### src/rtl/decoder3_8_scan.sv
// rtl/decoder3_8_scan.sv - registered 3-to-8 one-hot select decoder with load port and auto-scan
// Optional build macro: DECODER_INV_OUT_EN (active-low select lines, idle value 8'hFF)
module decoder3_8_scan #(
  parameter int SCAN_DIV = 4
) (
  input  logic       clk,
  input  logic       rst,
  input  logic       en,
  input  logic       mode_scan,
  input  logic       in_valid,
  input  logic [2:0] in_code,
  output logic       in_ready,
  output logic [7:0] out,
  output logic [2:0] out_code,
  output logic       out_valid,
  output logic       wrap
);

  localparam logic [1:0] IDLE = 2'd0;
  localparam logic [1:0] HOLD = 2'd1;
  localparam logic [1:0] SCAN = 2'd2;

  localparam int PW = (SCAN_DIV > 1) ? $clog2(SCAN_DIV) : 1;
  localparam logic [PW-1:0] PRE_MAX = PW'(SCAN_DIV - 1);

`ifdef DECODER_INV_OUT_EN
  localparam logic [7:0] OUT_IDLE = 8'hFF;
`else
  localparam logic [7:0] OUT_IDLE = 8'h00;
`endif

  logic [1:0]    state, state_n;
  logic [2:0]    code_n;
  logic          valid_n;
  logic          wrap_n;
  logic [PW-1:0] prescaler, pre_n;
  logic [7:0]    out_n;

  // Code 0 selects the MSB line, code 7 the LSB line.
  function automatic logic [7:0] decode(input logic [2:0] c);
`ifdef DECODER_INV_OUT_EN
    decode = ~(8'h80 >> c);
`else
    decode = 8'h80 >> c;
`endif
  endfunction

  // Loads are only accepted when not scanning and no scan is requested.
  assign in_ready = en & ~mode_scan & (state != SCAN);

  // Next-state logic; priority is en=0, then mode_scan, then in_valid.
  always_comb begin
    state_n = state;
    code_n  = out_code;
    valid_n = out_valid;
    wrap_n  = 1'b0;
    pre_n   = prescaler;
    if (!en) begin
      state_n = IDLE;
      code_n  = 3'd0;
      valid_n = 1'b0;
      pre_n   = '0;
    end else if (mode_scan) begin
      if (state == SCAN) begin
        if (prescaler == PRE_MAX) begin
          pre_n  = '0;
          code_n = out_code + 3'd1;
          wrap_n = (out_code == 3'd7);
        end else begin
          pre_n = prescaler + PW'(1);
        end
      end else begin
        state_n = SCAN;
        code_n  = 3'd0;
        valid_n = 1'b1;
        pre_n   = '0;
      end
    end else if (state == SCAN) begin
      // Leaving scan freezes the current code; the load port reopens next cycle.
      state_n = HOLD;
      pre_n   = '0;
    end else if (in_valid) begin
      state_n = HOLD;
      code_n  = in_code;
      valid_n = 1'b1;
    end
    out_n = valid_n ? decode(code_n) : OUT_IDLE;
  end

  // All visible outputs are flop outputs so select lines never glitch.
  always_ff @(posedge clk or posedge rst) begin
    if (rst) begin
      state     <= IDLE;
      out       <= OUT_IDLE;
      out_code  <= 3'd0;
      out_valid <= 1'b0;
      wrap      <= 1'b0;
      prescaler <= '0;
    end else begin
      state     <= state_n;
      out       <= out_n;
      out_code  <= code_n;
      out_valid <= valid_n;
      wrap      <= wrap_n;
      prescaler <= pre_n;
    end
  end

endmodule

### config.mk
export PLATFORM = sky130hd
export DESIGN_NAME = decoder3_8_scan
export DESIGN_NICKNAME = d
export VERILOG_FILES = /design/src/rtl/decoder3_8_scan.sv
export SDC_FILE = /design/constraint.sdc
export NUM_CORES = 1
export LEC_CHECK = 0
export CAP_MARGIN = 20
export CORE_AREA = 2 2 53 55
export CTS_BUF_LIST = sky130_fd_sc_hd__clkbuf_16
export CTS_CLUSTER_SIZE = 40
export DETAILED_ROUTE_END_ITERATION = 10
export DIE_AREA = 0 0 55 57
export GPL_TIMING_DRIVEN = 0
export SLEW_MARGIN = 10
export SYNTH_ARGS = -nofsm -noshare
export SYNTH_HDL_FRONTEND = slang
export SYNTH_SLANG_ARGS = --single-unit
### constraint.sdc
create_clock -name clk -period 1.9 [get_ports clk]
set_input_delay 0.38 -clock clk [delete_from_list [all_inputs] [get_ports clk]]
set_output_delay 0.38 -clock clk [all_outputs]
set_load 0.01 [all_outputs]
==> impl_results.md, run 1 <==
- Status: finished clean
- DP Wirelength: 1.14 mm
- # IOs: 22
- Port Buf Inserts: 21
- Register clock-pin slew on the reported worst setup and hold paths: 50 ps
- MaxCap Viol Count: 0
- Simple-gate share of the synthesized area: 26.2%
- Initial DRC count: 11
- Xor/xnor share of the synthesized area: 0%
- Max Freq: 0.571 GHz
- Remaining DRCs: 0
- Final Cycle Share: 92.2%
- Layout Skew: 4.28 ps
- DR vias/cell: 4.76
- Syn Nets: 77
- Synth area leaders: dfrtp_1 (50%), o211ai_4 (7.5%), ha_1 (5.9%)
- Worst R2R End: out[4]$_DFF_PP0_
- GRT Total Usage: 12.4%
- Top-area cell type share of the netlist area: 49.9%
- Nets@finish: 103
- Hold WS: 440 ps
- Global-route wire length before repair: 2.75 mm
- Worst VDD drop: 0.000443 V
- Number of synthesized register bits: 17
- Largest family of logic cells by synthesized area: simple AND/OR/NAND/NOR gates
- Largest net degree at the start of global routing: 18
- PwrDens: 749 mW/mm^2
- Final WL: 1.65 mm
- FFs w/ async S/R, synth: 100%
- Via count: 576
- Worst skew pair latency: 240 ps
- HP Class: in -> reg
- Share of layout cells above drive strength 1: 23.3%
- Maximum root-to-sink buffer count: 2
- Mean Syn Cell Area: 13.1 sq um
- Reg2reg path depth: 6
- Num CTS Buffers: 3
- Synthesized cell area: 853 sq um
- R2r setup slk: 150 ps
- Synth area leader: dfrtp_1
- Sequential-to-total area share from yosys stat: 49.9%
- Final Util: 45.4%
- Prevailing post-synth register cell: dfrtp_1
- Sinks on Clock Net: 17
- Die Ht: 57 um
- Number of distinct library cells after synthesis: 26
- Routed Antenna Nets: 0
- Cells after synthesis: 65
- Filler Cell Count: 251
- Adder-Cell Fraction of Synth Area: 5.87%
- Critical path fanouts, max: 9
- Placer Congestion: 0.713
- Multiplexer share of the synthesized area: 2.64%
- Crit path DAT: 1930 ps
- ANT cells: 0
- Slew Viols, Final: 0
- Hold buffers post-CTS: 0
- Worst rel slew slack: 57.0%
- Post-route minimum period: 1750 ps
- CTS root buffer: clkbuf_16
- Antenna violations before repair: 0
- Die area: 0.00314 sq mm
- Unrepaired setup endpoints after global routing: false
- CTS tree: built
- Count of final setup violators: 0
- Row cnt: 19
- First-pass detailed-route iteration total: 4
- Vias in the first global route: 593
- Starting Density: 32.6%
- CP required: 2080 ps
- End of the critical path: out[4]$_DFF_PP0_
- CP endpoint kind: register
- Yosys warning count: 0
- Post-CTS Setup Bufs: 0
- Total leakage power: 0.535 nW
- Routed wire length per instance: 13.6 um
- P&R area growth vs syn: 39.0%
- Core area: 0.00262 sq mm
- GR Overflow Total: 0
- Final hold vios: 0
- Crit path from: out_code[0]$_DFF_PP0_
- Post-synthesis compound-gate area fraction: 13.0%
- Die X: 55 um
- Number of synthesized flops with an enable pin: 0
- H-tree depth: 1
- Critical path class: reg -> reg
- CP Launch Type: register
- RR Startpoint: out_code[0]$_DFF_PP0_
- Slew @ Worst Pin: 645 ps
[cell usage after synthesis, types with 2 or more instances]
master / instances
dfrtp_1: 17
nor4b_2: 3
a22o_1: 2
nand2_1: 6
nand4_1: 3
nor2_1: 2
ha_1: 4
o211ai_4: 3
inv_1: 2
mux2_2: 2
nor2b_1: 3
and4bb_2: 3
and4b_1: 2
[critical path: stages, from the launching register on]
cell	delay [ps]
dfrtp_1	420
ha_1	210
ha_1	260
mux2_2	260
nand2_1	110
o211ai_4	120
and4bb_2	320
[cells in the final DEF, fill, tap and decap left out, types with 2 or more instances in the layout]
master            n
clkdlybuf4s50_1  18
dfrtp_1          17
nand2_1           6
ha_1              4
nor2b_1           3
inv_1             3
nand4_1           3
o211ai_4          3
nor4b_2           3
and4bb_2          3
clkbuf_16         3
and2_4            2
and4b_1           2
nor2_1            2
a22o_1            2
mux2_2            2
[stage by stage]
stage          setup TNS (ps)  area, sq um  setup slack [ps]  cells  total power [mW]
3_3_place_gp             -796         1100              -384    117             0.483
4_1_cts                     0         1180              46.4    121             0.901
3_5_place_dp             -783         1100              -386    117             0.485
2_1_floorplan               0          853               200     65             0.439
5_1_grt                     0         1190              50.3    121             0.930
6_report                    0         1190               149    121             0.888
[report_power, final]
part / switching, mW / internal, mW
clock: 0.133 / 0.279
sequential: 0.00787 / 0.373
combinational: 0.0461 / 0.0494
total: 0.187 / 0.701
[worst min path at each step]
stage | cells past startpoint | to | slack (ps) | startpoint
floorplan | 1 | out[0]$_DFF_PP0_ | 310 | rst
global placement | 1 | prescaler[1]$_DFFE_PP0N_ | 530 | prescaler[1]$_DFFE_PP0N_
detailed placement | 1 | prescaler[1]$_DFFE_PP0N_ | 530 | prescaler[1]$_DFFE_PP0N_
CTS | 1 | prescaler[1]$_DFFE_PP0N_ | 550 | prescaler[1]$_DFFE_PP0N_
global route | 2 | state[1]$_DFFE_PP0P_ | 460 | mode_scan
finish | 2 | state[1]$_DFFE_PP0P_ | 440 | mode_scan
[cell families (layout without fill, tap and decap cells)]
| family | count (synthesis) | count (layout) |
|---|---|---|
| AO/OA/AOI/OAI | 9 | 9 |
| adder cells (fa/ha/maj) | 4 | 4 |
| flip-flops | 17 | 17 |
| multiplexers | 2 | 2 |
| buffers and inverters | 4 | 29 |
| AND/OR/NAND/NOR | 29 | 29 |
[sequential cells by signal (all words and copies together) (netlist names)]
register,flops
out,8
out_code,3
out_valid,1
prescaler,2
state,2
wrap,1
[final cells by class]
type                    instances  area, sq um  share of cell area, %
clock buffers                   3         75.1                   6.33
clock inverters                 1         3.75                  0.316
multi-input cells              44          410                   34.6
repair buffers                 21          213                   17.9
inverters                       2         7.51                  0.633
flip-flops and latches         17          425                   35.9
well taps                      31         38.8                   3.27
plain buffers                   2         12.5                   1.05
[routing by layer]
| layer | track usage, % | up-vias | part of all wire, % | wire [um] |
|---|---|---|---|---|
| met5 | 0 | - | 0 | 0 |
| met2 | 17.2 | 16 | 41 | 677 |
| met4 | 4.18 | 0 | 1.2 | 19 |
| met3 | 4.45 | 2 | 7.1 | 117 |
| met1 | 17.9 | 270 | 51 | 837 |
| li1 | - | 288 | - | - |
[repair_timing]
item	CTS	global route
setup endpoints to repair	1	1
hold endpoints to repair	0	0
gates resized for setup	5	1
(Power assumes the default switching activity.)
==> run 2: changes to the inputs <==
--- a/config.mk
+++ b/config.mk
@@ -12,6 +12,7 @@
 export DETAILED_ROUTE_END_ITERATION = 10
 export DIE_AREA = 0 0 55 57
 export GPL_TIMING_DRIVEN = 0
+export HOLD_SLACK_MARGIN = 0.02
 export SLEW_MARGIN = 10
 export SYNTH_ARGS = -nofsm -noshare
 export SYNTH_HDL_FRONTEND = slang
==> results of run 2 <==
Same layout as run 1: the final DEF is identical, and so are final timing and power.
==> run 3: changes to the inputs <==
--- a/config.mk
+++ b/config.mk
@@ -7,7 +7,6 @@
 export LEC_CHECK = 0
 export CAP_MARGIN = 20
 export CORE_AREA = 2 2 53 55
-export CTS_BUF_LIST = sky130_fd_sc_hd__clkbuf_16
 export CTS_CLUSTER_SIZE = 40
 export DETAILED_ROUTE_END_ITERATION = 10
 export DIE_AREA = 0 0 55 57
==> impl_results.md, run 3 (same netlist as run 1, synthesis figures left out) <==
- Worst skew pair latency: 280 ps (was 240 ps)
- Layout Skew: 2.28 ps (was 4.28 ps)
- Critical path fanouts, max: 9 (unchanged)
- GR Overflow Total: 0 (unchanged)
- Row cnt: 19 (unchanged)
- Core area: 0.00262 sq mm (unchanged)
- Commonest non-fill, non-tap cell in the layout: clkdlybuf4s50_1 (unchanged)
- Max Freq: 0.566 GHz (was 0.571 GHz)
- Via count: 570 (was 576)
- Crit path DAT: 1990 ps (was 1930 ps)
- Port Buf Inserts: 21 (unchanged)
- Count of final setup violators: 0 (unchanged)
- Placer Congestion: 0.713 (unchanged)
- Largest reg by FF count: out (unchanged)
- HP Class: in -> reg (unchanged)
- Final Cycle Share: 93.0% (was 92.2%)
- ANT cells: 0 (unchanged)
- Critical path class: reg -> reg (unchanged)
- MaxCap Viol Count: 0 (unchanged)
- Hold buffers post-CTS: 0 (unchanged)
- Slew Viols, Final: 0 (unchanged)
- Post-cts resize count: 5 (unchanged)
- Routed wire length per instance: 13.5 um (was 13.6 um)
- Final hold vios: 0 (unchanged)
- PwrDens: 584 mW/mm^2 (was 749 mW/mm^2)
- H-tree depth: 1 (unchanged)
- Die area: 0.00314 sq mm (unchanged)
- Sinks on Clock Net: 17 (unchanged)
- Num CTS Buffers: 3 (unchanged)
- Slew @ Worst Pin: 641 ps (was 645 ps)
- Final Non-Filler Cells: 121 (unchanged)
- Crit path from: out_code[0]$_DFF_PP0_ (unchanged)
- Max reg flops: 8 (unchanged)
- Filler Cell Count: 258 (was 251)
- Unrepaired setup endpoints after global routing: false (unchanged)
- CTS root buffer: clkbuf_4 (was clkbuf_16)
- Placed insts: 117 (unchanged)
- Total leakage power: 0.508 nW (was 0.535 nW)
- Maximum root-to-sink buffer count: 2 (unchanged)
- Routed Antenna Nets: 0 (unchanged)
- CP Launch Type: register (unchanged)
- Starting Density: 32.6% (unchanged)
- CTS tree: built (unchanged)
- Share of layout cells above drive strength 1: 23.3% (unchanged)
- Logic pwr share: 14.4% (was 10.7%)
- DR vias/cell: 4.71 (was 4.76)
- Clock power frac: 28.2% (was 46.4%)
- Final WL: 1.63 mm (was 1.65 mm)
- Post-CTS Setup Bufs: 0 (unchanged)
- Global-route wire length before repair: 2.69 mm (was 2.75 mm)
- Register clock-pin slew on the reported worst setup and hold paths: 90 ps (was 50 ps)
- Largest net degree at the start of global routing: 18 (unchanged)
- Internal Power: 0.503 mW (was 0.701 mW)
- # IOs: 22 (unchanged)
- Antenna violations before repair: 0 (unchanged)
- Die X: 55 um (unchanged)
- Placement Cell Area: 0.00110 sq mm (unchanged)
- Post-route minimum period: 1770 ps (was 1750 ps)
- Remaining DRCs: 0 (unchanged)
- Hold Crit Start: mode_scan (unchanged)
- Worst VDD drop: 0.000349 V (was 0.000443 V)
- GRT Total Usage: 12.0% (was 12.4%)
- Status: finished clean (unchanged)
- Largest registers: out x8, out_code x3 (unchanged)
- CP endpoint kind: register (unchanged)
- Overall Power: 0.662 mW (was 0.888 mW)
- Switching power: 0.160 mW (was 0.187 mW)
- Die Ht: 57 um (unchanged)
- Initial DRC count: 7 (was 11)
- Commonest cells after routing, fill and taps aside: clkdlybuf4s50_1 (18), dfrtp_1 (17), nand2_1 (6) (unchanged)
- CP required: 2120 ps (was 2080 ps)
- First-pass detailed-route iteration total: 4 (unchanged)
- Flop pwr share: 57.3% (was 42.9%)
- P&R area growth vs syn: 32.8% (was 39.0%)
- Switching Share: 24.1% (was 21.0%)
- Worst rel slew slack: 57.2% (was 57.0%)
- Fin area: 0.00113 sq mm (was 0.00119 sq mm)
- RR Startpoint: out_code[0]$_DFF_PP0_ (unchanged)
- Nets@finish: 103 (unchanged)
- DP Wirelength: 1.14 mm (unchanged)
- Vias in the first global route: 598 (was 593)
==> run 3: changes by cell type in the layout (fill, tap and decap cells not counted) <==
cell	previous run	this run
clkbuf_4	0	3
clkbuf_16	3	0
clkbuf_1	0	1
inv_1	3	2
==> run 3: layer usage <==
metal / up-vias / wire (um) / GRT usage (%)
met1: 265 / 831 / 17.7
met2: 16 / 672 / 16.7
met5: - / 0 / 0
met4: 0 / 14 / 5.23
met3: 2 / 110 / 2.88
li1: 287 / - / -
==> run 3: power groups by stage <==
stage	Clock (mW)	Sequential [mW]	Combinational, mW
after floorplan	0	0.390	0.0495
after global placement	0	0.387	0.0960
after detailed placement	0	0.387	0.0975
after CTS	0.198	0.380	0.0982
after global routing	0.213	0.382	0.105
final	0.187	0.380	0.0957
==> run 3: layout make-up <==
class,count,area [sq um],share of cell area [%]
Clock buffer,4,26.3,2.32
Tap cell,31,38.8,3.42
Timing Repair Buffer,21,213,18.8
Multi-Input combinational cell,44,410,36.2
Buffer,2,12.5,1.10
Sequential cell,17,425,37.5
Inverter,2,7.51,0.662
==> run 3: metrics by stage <==
step | util, % | setup WS (ps) | setup TNS, ps | hold slack, ps
final | 43.3 | 133 | 0 | 398
after floorplan | - | 200 | 0 | 306
after detailed placement | 42.2 | -386 | -783 | 535
after CTS | 43.3 | 46.4 | 0 | 493
after global routing | 43.3 | 37.9 | 0 | 407
after global placement | 42.2 | -384 | -796 | 530
==> run 3: final timing paths <==
| kind | endpoint | slack [ps] | cells after the start |
|---|---|---|---|
| min in group asynchronous | wrap$_DFF_PP0_ | 480 | 2 |
| max reg2reg | out[4]$_DFF_PP0_ | 130 | 6 |
| min | state[1]$_DFFE_PP0P_ | 400 | 2 |
| max in group asynchronous | out[0]$_DFF_PP0_ | 1010 | 2 |
| max | out[4]$_DFF_PP0_ | 130 | 6 |
| min reg2reg | prescaler[1]$_DFFE_PP0N_ | 550 | 1 |
==> run 3: worst max-delay path, cell delays in order, from the launching register on <==
cell and delay, ps:
dfrtp_1 430, ha_1 210, ha_1 260, mux2_2 260, nand2_1 110, o211ai_4 120, and4bb_2 320
